### config.mk
export PLATFORM = sky130hd
export DESIGN_NAME = reg_file_bank
export DESIGN_NICKNAME = d
export VERILOG_FILES = /design/src/rtl/reg_file_bank.sv
export SDC_FILE = /design/constraint.sdc
export NUM_CORES = 1
export LEC_CHECK = 0
export ABC_AREA = 1
export CORE_ASPECT_RATIO = 1.1
export CORE_MARGIN = 2
export CORE_UTILIZATION = 45
export DETAILED_ROUTE_END_ITERATION = 12
export MAX_ROUTING_LAYER = met4
export PLACE_DENSITY = 0.66
export SYNTH_ARGS = -nofsm -noshare
export SYNTH_HDL_FRONTEND = slang
export SYNTH_SLANG_ARGS = --single-unit
### constraint.sdc
create_clock -name CLK -period 2.5 [get_ports CLK]
set_input_delay 0.5 -clock CLK [delete_from_list [all_inputs] [get_ports CLK]]
set_output_delay 0.5 -clock CLK [all_outputs]
set_load 0.02 [all_outputs]
### src/rtl/reg_file_bank.sv
// Parametrised register file: DEPTH x WIDTH storage, one synchronous write
// port, two registered read ports with optional write bypass, an optional
// hard-wired zero register and a one-entry-per-cycle clear sequencer.
module reg_file_bank #(
  parameter int WIDTH     = 16,
  parameter int DEPTH     = 4,
  parameter int ADDR_W    = 2,
  parameter bit BYPASS    = 1'b1,
  parameter bit ZERO_REG0 = 1'b0
) (
  input  logic              CLK,
  input  logic              RESET_N,
  input  logic              WriteEnable,
  input  logic [ADDR_W-1:0] WriteSelect,
  input  logic [WIDTH-1:0]  WriteData,
  input  logic              ReadEnable,
  input  logic [ADDR_W-1:0] ReadSelectA,
  input  logic [ADDR_W-1:0] ReadSelectB,
  output logic [WIDTH-1:0]  ReadDataA,
  output logic [WIDTH-1:0]  ReadDataB,
  output logic              ReadValid,
  input  logic              ClearReq,
  output logic              Busy
);

  typedef enum logic {IDLE, CLEAR} state_t;

  state_t            state, state_next;
  logic [ADDR_W-1:0] clr_idx, clr_idx_next;
  logic [WIDTH-1:0]  regs [DEPTH];
  logic              busy_int;
  logic              write_ok;
  logic              read_ok;
  logic [WIDTH-1:0]  rd_a, rd_b;

  // A write lands only when idle, in range and not aimed at a hard-wired zero
  always_comb begin
    write_ok = 1'b0;
    if (WriteEnable && !busy_int && (32'(WriteSelect) < 32'(DEPTH)))
      write_ok = 1'b1;
    if (ZERO_REG0 && (WriteSelect == '0))
      write_ok = 1'b0;
  end

  assign read_ok = ReadEnable && !busy_int;

  // Read muxes: out-of-range selects fall through to zero, bypass forwards only accepted writes
  always_comb begin
    rd_a = '0;
    rd_b = '0;
    for (int i = 0; i < DEPTH; i++) begin
      if (ReadSelectA == ADDR_W'(i)) rd_a = regs[i];
      if (ReadSelectB == ADDR_W'(i)) rd_b = regs[i];
    end
    if (BYPASS && write_ok && (ReadSelectA == WriteSelect)) rd_a = WriteData;
    if (BYPASS && write_ok && (ReadSelectB == WriteSelect)) rd_b = WriteData;
    if (ZERO_REG0 && (ReadSelectA == '0)) rd_a = '0;
    if (ZERO_REG0 && (ReadSelectB == '0)) rd_b = '0;
  end

  // Storage update: the clear sequencer wipes one entry per cycle, otherwise accepted writes land
  always_ff @(posedge CLK or negedge RESET_N) begin
    if (!RESET_N) begin
      for (int i = 0; i < DEPTH; i++) regs[i] <= '0;
    end else begin
      for (int i = 0; i < DEPTH; i++) begin
        if ((state == CLEAR) && (clr_idx == ADDR_W'(i)))
          regs[i] <= '0;
        else if (write_ok && (WriteSelect == ADDR_W'(i)))
          regs[i] <= WriteData;
      end
    end
  end

  // Registered read ports: update and flag valid on an accepted read, hold otherwise
  always_ff @(posedge CLK or negedge RESET_N) begin
    if (!RESET_N) begin
      ReadDataA <= '0;
      ReadDataB <= '0;
      ReadValid <= 1'b0;
    end else begin
      ReadValid <= read_ok;
      if (read_ok) begin
        ReadDataA <= rd_a;
        ReadDataB <= rd_b;
      end
    end
  end

  // Clear sequencer state and index register
  always_ff @(posedge CLK or negedge RESET_N) begin
    if (!RESET_N) begin
      state   <= IDLE;
      clr_idx <= '0;
    end else begin
      state   <= state_next;
      clr_idx <= clr_idx_next;
    end
  end

  // Clear sequencer next state: walk index 0..DEPTH-1 then return to idle
  always_comb begin
    state_next   = state;
    clr_idx_next = clr_idx;
    case (state)
      IDLE: begin
        if (ClearReq) begin
          state_next   = CLEAR;
          clr_idx_next = '0;
        end
      end
      CLEAR: begin
        if (clr_idx == ADDR_W'(DEPTH - 1)) begin
          state_next   = IDLE;
          clr_idx_next = '0;
        end else begin
          clr_idx_next = clr_idx + 1'b1;
        end
      end
      default: begin
        state_next   = IDLE;
        clr_idx_next = '0;
      end
    endcase
  end

  // Clear sequencer outputs: busy is a decode of the registered state
  always_comb begin
    busy_int = (state == CLEAR);
  end

  assign Busy = busy_int;

endmodule

# After elaboration in Yosys (flattened, before gate mapping)

Cells that the tools add are included.

Flip-flop bits (word level): 100
Input port bits: 27
Output and inout port bits: 34
Word-level logic and storage cells: 72

$add $sub $neg: 1
Eq/ne operators: 15
Multiplexer cells: 25
Bitwise gates (word level): 1
Reduce and logical (&&, ||, !) cells: 21

Operators by type and width:

| kind                  | number |
|---|---|
| $mux W16              | 18 |
| $eq A2 B2 Y1 const B  | 8 |
| $logic_and A1 B1 Y1   | 12 |
| $eq A2 B1 Y1 const B  | 4 |
| $logic_not A2 Y1      | 4 |
| $reduce_bool A2 Y1    | 4 |
| $eq A2 B2 Y1          | 2 |
| $mux W2               | 2 |
| $pmux W2 S2           | 1 |
| $mux W1               | 3 |
| $add A2 B1 Y2 const B | 1 |
| $ne A2 B2 Y1 const B  | 1 |
| $pmux W1 S2           | 1 |
| $logic_not A1 Y1      | 1 |
| $not A1 Y1            | 1 |

# Depth between registers and ports, before layout

Word-level depth: 6
Depth in mapped cells: 9
Depth with buffers taken out: 7

# Worst setup path before layout

OpenSTA, ideal clock, no wires.

Kind: input to register
Start: input port WriteSelect[0]
End: register ReadDataB[10]
Setup time: 0.117 ns
Data arrival time: 1.361 ns
Data required time: 2.383 ns
Setup slack: 1.022 ns
Stages: 6
Path through: buf_6 -> nand2_1 -> clkbuf_1 -> nand4_1 -> nand3_1 -> nand2_1

Cells in the longest elaborated chain, start to end: 3

RTL lines:

| element              | line | source |
|---|---|---|
| start, declared      | 14   | `input logic [ADDR_W-1:0] WriteSelect,` |
| $eq A2 B2 Y1         | 56   | `if (BYPASS && write_ok && (ReadSelectB == WriteSelect)) rd_b = WriteData;` |
| $logic_and A1 B1 Y1  | 56   |  |
| $mux W16             | 56   |  |
| end signal, assigned | 85   | `ReadDataB <= rd_b;` |
| end, declared        | 20   | `output logic [WIDTH-1:0] ReadDataB,` |

No other way between the ends.
A chain may end at the register's enable or synchronous reset.

# Worst setup path after layout

Start: input port WriteSelect[1]
End: register ReadDataA[8]

Cells in the longest elaborated chain, start to end: 3

RTL lines:

| element              | line | source |
|---|---|---|
| $eq A2 B2 Y1         | 55   | `if (BYPASS && write_ok && (ReadSelectA == WriteSelect)) rd_a = WriteData;` |
| $logic_and A1 B1 Y1  | 55   |  |
| $mux W16             | 55   |  |
| end signal, assigned | 84   | `ReadDataA <= rd_a;` |
| end, declared        | 19   | `output logic [WIDTH-1:0] ReadDataA,` |

No other way between the ends.

==> reports/results.ini <==
[outcome]
status = finished, final reports clean

[routing]
drt_iter0_markers = 425
post_drt_wl_per_cell_um = 18.4
dr.pass1.iters = 5
viasPerCell = 5.74
totalWireLength_um = 16300
antenna_left = 0
route.vias.total = 5093
drc = 0

[power_and_ir_drop]
leakage_uw = 0.00305
peakVddDrop_uv = 876
power.density_mw_per_mm2 = 993

[yosys]
synth.distinct_cells = 26
yosys_register_bits = 100
synth_area_leaders = dfrtp_1 46%, nand2_1 14%, nand3_1 13%
synth_cells = 691
synth_top_area_share_pct = 46.3
ys_seq_area_share_pct = 46.3
ys.warnings.count = 0
synth-edff-count = 0
yosysMostFrequentCell = nand2_1
syn-cell-area_mm2 = 0.00540
avgSynthCellArea_um2 = 7.82
synth_commonest_cells = 199 x nand2_1, 145 x nand3_1, 100 x dfrtp_1
ys.flop_type = dfrtp_1
post-synth-top-area-cell = dfrtp_1
async_flop_share_pct = 100
synth_nets = 722

[timing]
fin_skew_ns = 0.00554
worst_pin_slew_ns = 0.727
maxSlewViolCount = 0
fin_crit_sh_pct = 84.6
rsz0062_at_grt = no
fin_setup_tns_ns = 0
setup-violations-final = 0
fin_crit_ns = 2.11
fmax_ghz = 0.473
max-slew-margin-rel_pct = 51.4
finalHoldViolCount = 0

[finish]
final_core_utilization_pct = 54.8
instances_no_fill = 887
n_antenna_cell = 0
area_growth_pct = 17.7
fin_nets = 763
final_layout_size_suffix_gt1_share_pct = 7.19

[clock_network]
insertion_delay_ns = 0.36
cts_tree = built
cts_resized = 0
clk_path_buf_depth = 2
clk_pin_slew_worst_paths_ns = 0.07
cts_root_buf = clkbuf_16
postCtsHoldBufs = 0
cts_made_buffers = 9
post_cts_buffers = 0
clock-sinks = 100
cts_htree_levels = 3

[die]
start_util_pct = 46.6
fp.dieW_um = 108
die-area_mm2 = 0.0129
die_h_um = 119
core-area_mm2 = 0.0116
io-pin-count = 61
num_rows = 41

[setup_path]
end_kind = flip-flop
required_ns = 2.79
worstPathArrival_ns = 2.40
cp_max_fo = 17
crit_type = input port to flip-flop
startpoint_type = input port

[grt]
grt_max_degree = 44
grt_overflow = 0
track_usage_pct = 27.7
grt_pass1_vias = 5021
grt_pass1_wl_um = 26600
antenna_found_initial = 0

[placed_design]
port_buffers = 60
dp_cells = 871
place.gp.congestion = 0.901
place_hpwl_um = 11600

[job]
maxCapViolCount = 0

[min_path]
hold_class = input port to async pin

[state kept, by name, summed over array words and instances (netlist names)]
register and flops:
Busy 1, ReadDataA 16, ReadDataB 16, ReadValid 1, clr_idx 2, regs 64
[metal layers]
layer	up-vias	GRT usage [%]	share of wire, %
li1	2409	-	-
met1	2439	34.2	41
met2	205	45.0	50
met3	40	5.09	6.0
met4	0	10.6	3.0
met5	-	-	0
[cell type report]
cell class	count	area [um^2]
fill	1146	5240
sequential	100	2500
multi-input combinational	496	2450
timing repair buffer	80	761
clock buffer	12	256
tap	150	188
inverter	45	174
clock inverter	4	23.8
[critical path, stage by stage]
cell	delay, ns
clkdlybuf4s50_1	0.66
xnor2_4	0.52
nand3_2	0.37
nand2_1	0.18
nand3_1	0.09
nand2_1	0.09
[placed cells by master (no fill, tap or decap)]
master	n
nand2_1	199
nand3_1	145
dfrtp_1	100
o21ai_0	74
clkdlybuf4s50_1	59
inv_1	42
nand4_1	32
buf_4	20
o22ai_1	16
clkbuf_16	9
o21ai_1	6
nand3_2	5
nor2_1	4
ha_1	4
xnor2_4	3
clkinv_2	3
inv_4	2
nor2_4	2
clkbuf_8	2
a21oi_1	1
nor2_2	1
nand2_4	1
inv_2	1
nand3_4	1
nand2_2	1
a22o_1	1
clkbuf_1	1
clkinv_4	1
buf_12	1
[final timing paths]
path	end	slack (ns)	from	cells after the start
worst min register to register	ReadDataB[3]	0.48	ReadDataB[3]	2
min in group CLK	ReadDataB[3]	0.48	ReadDataB[3]	2
worst min-delay path	regs[42]	0.14	RESET_N	1
worst max-delay path	ReadDataA[8]	0.39	WriteSelect[1]	6
max in group asynchronous	regs[12]	1.65	RESET_N	2
worst max register to register	regs[32]	0.74	Busy	6
[where the power goes]
part / internal, uW / switching [uW] / leakage, uW
sequential: 2170 / 368 / 0.00134
combinational: 949 / 1470 / 0.00156
clock: 727 / 629 / 0.000142
[per-stage QoR]
stage	power (uW)	setup slack (ns)	area, um^2	hold WS, ns
CTS	6330	0.410	6350	0.165
global placement	4910	0.0868	6070	0.467
detailed placement	4970	0.0612	6070	0.465
global route	6700	0.241	6350	0.187
floorplan	3940	1.02	5400	0.204
finish	6310	0.386	6350	0.138
[logic make-up (layout without fill, tap and decap cells)]
logic type,Yosys count,in the layout,synth area share (%)
fa+ha+maj,4,4,0.927
buf+inv,95,141,8.32
flops,100,100,46.3
simple gates,391,391,33.4
compound gates,98,98,9.52
xor+xnor,3,3,1.53
(Power assumes the default switching activity.)
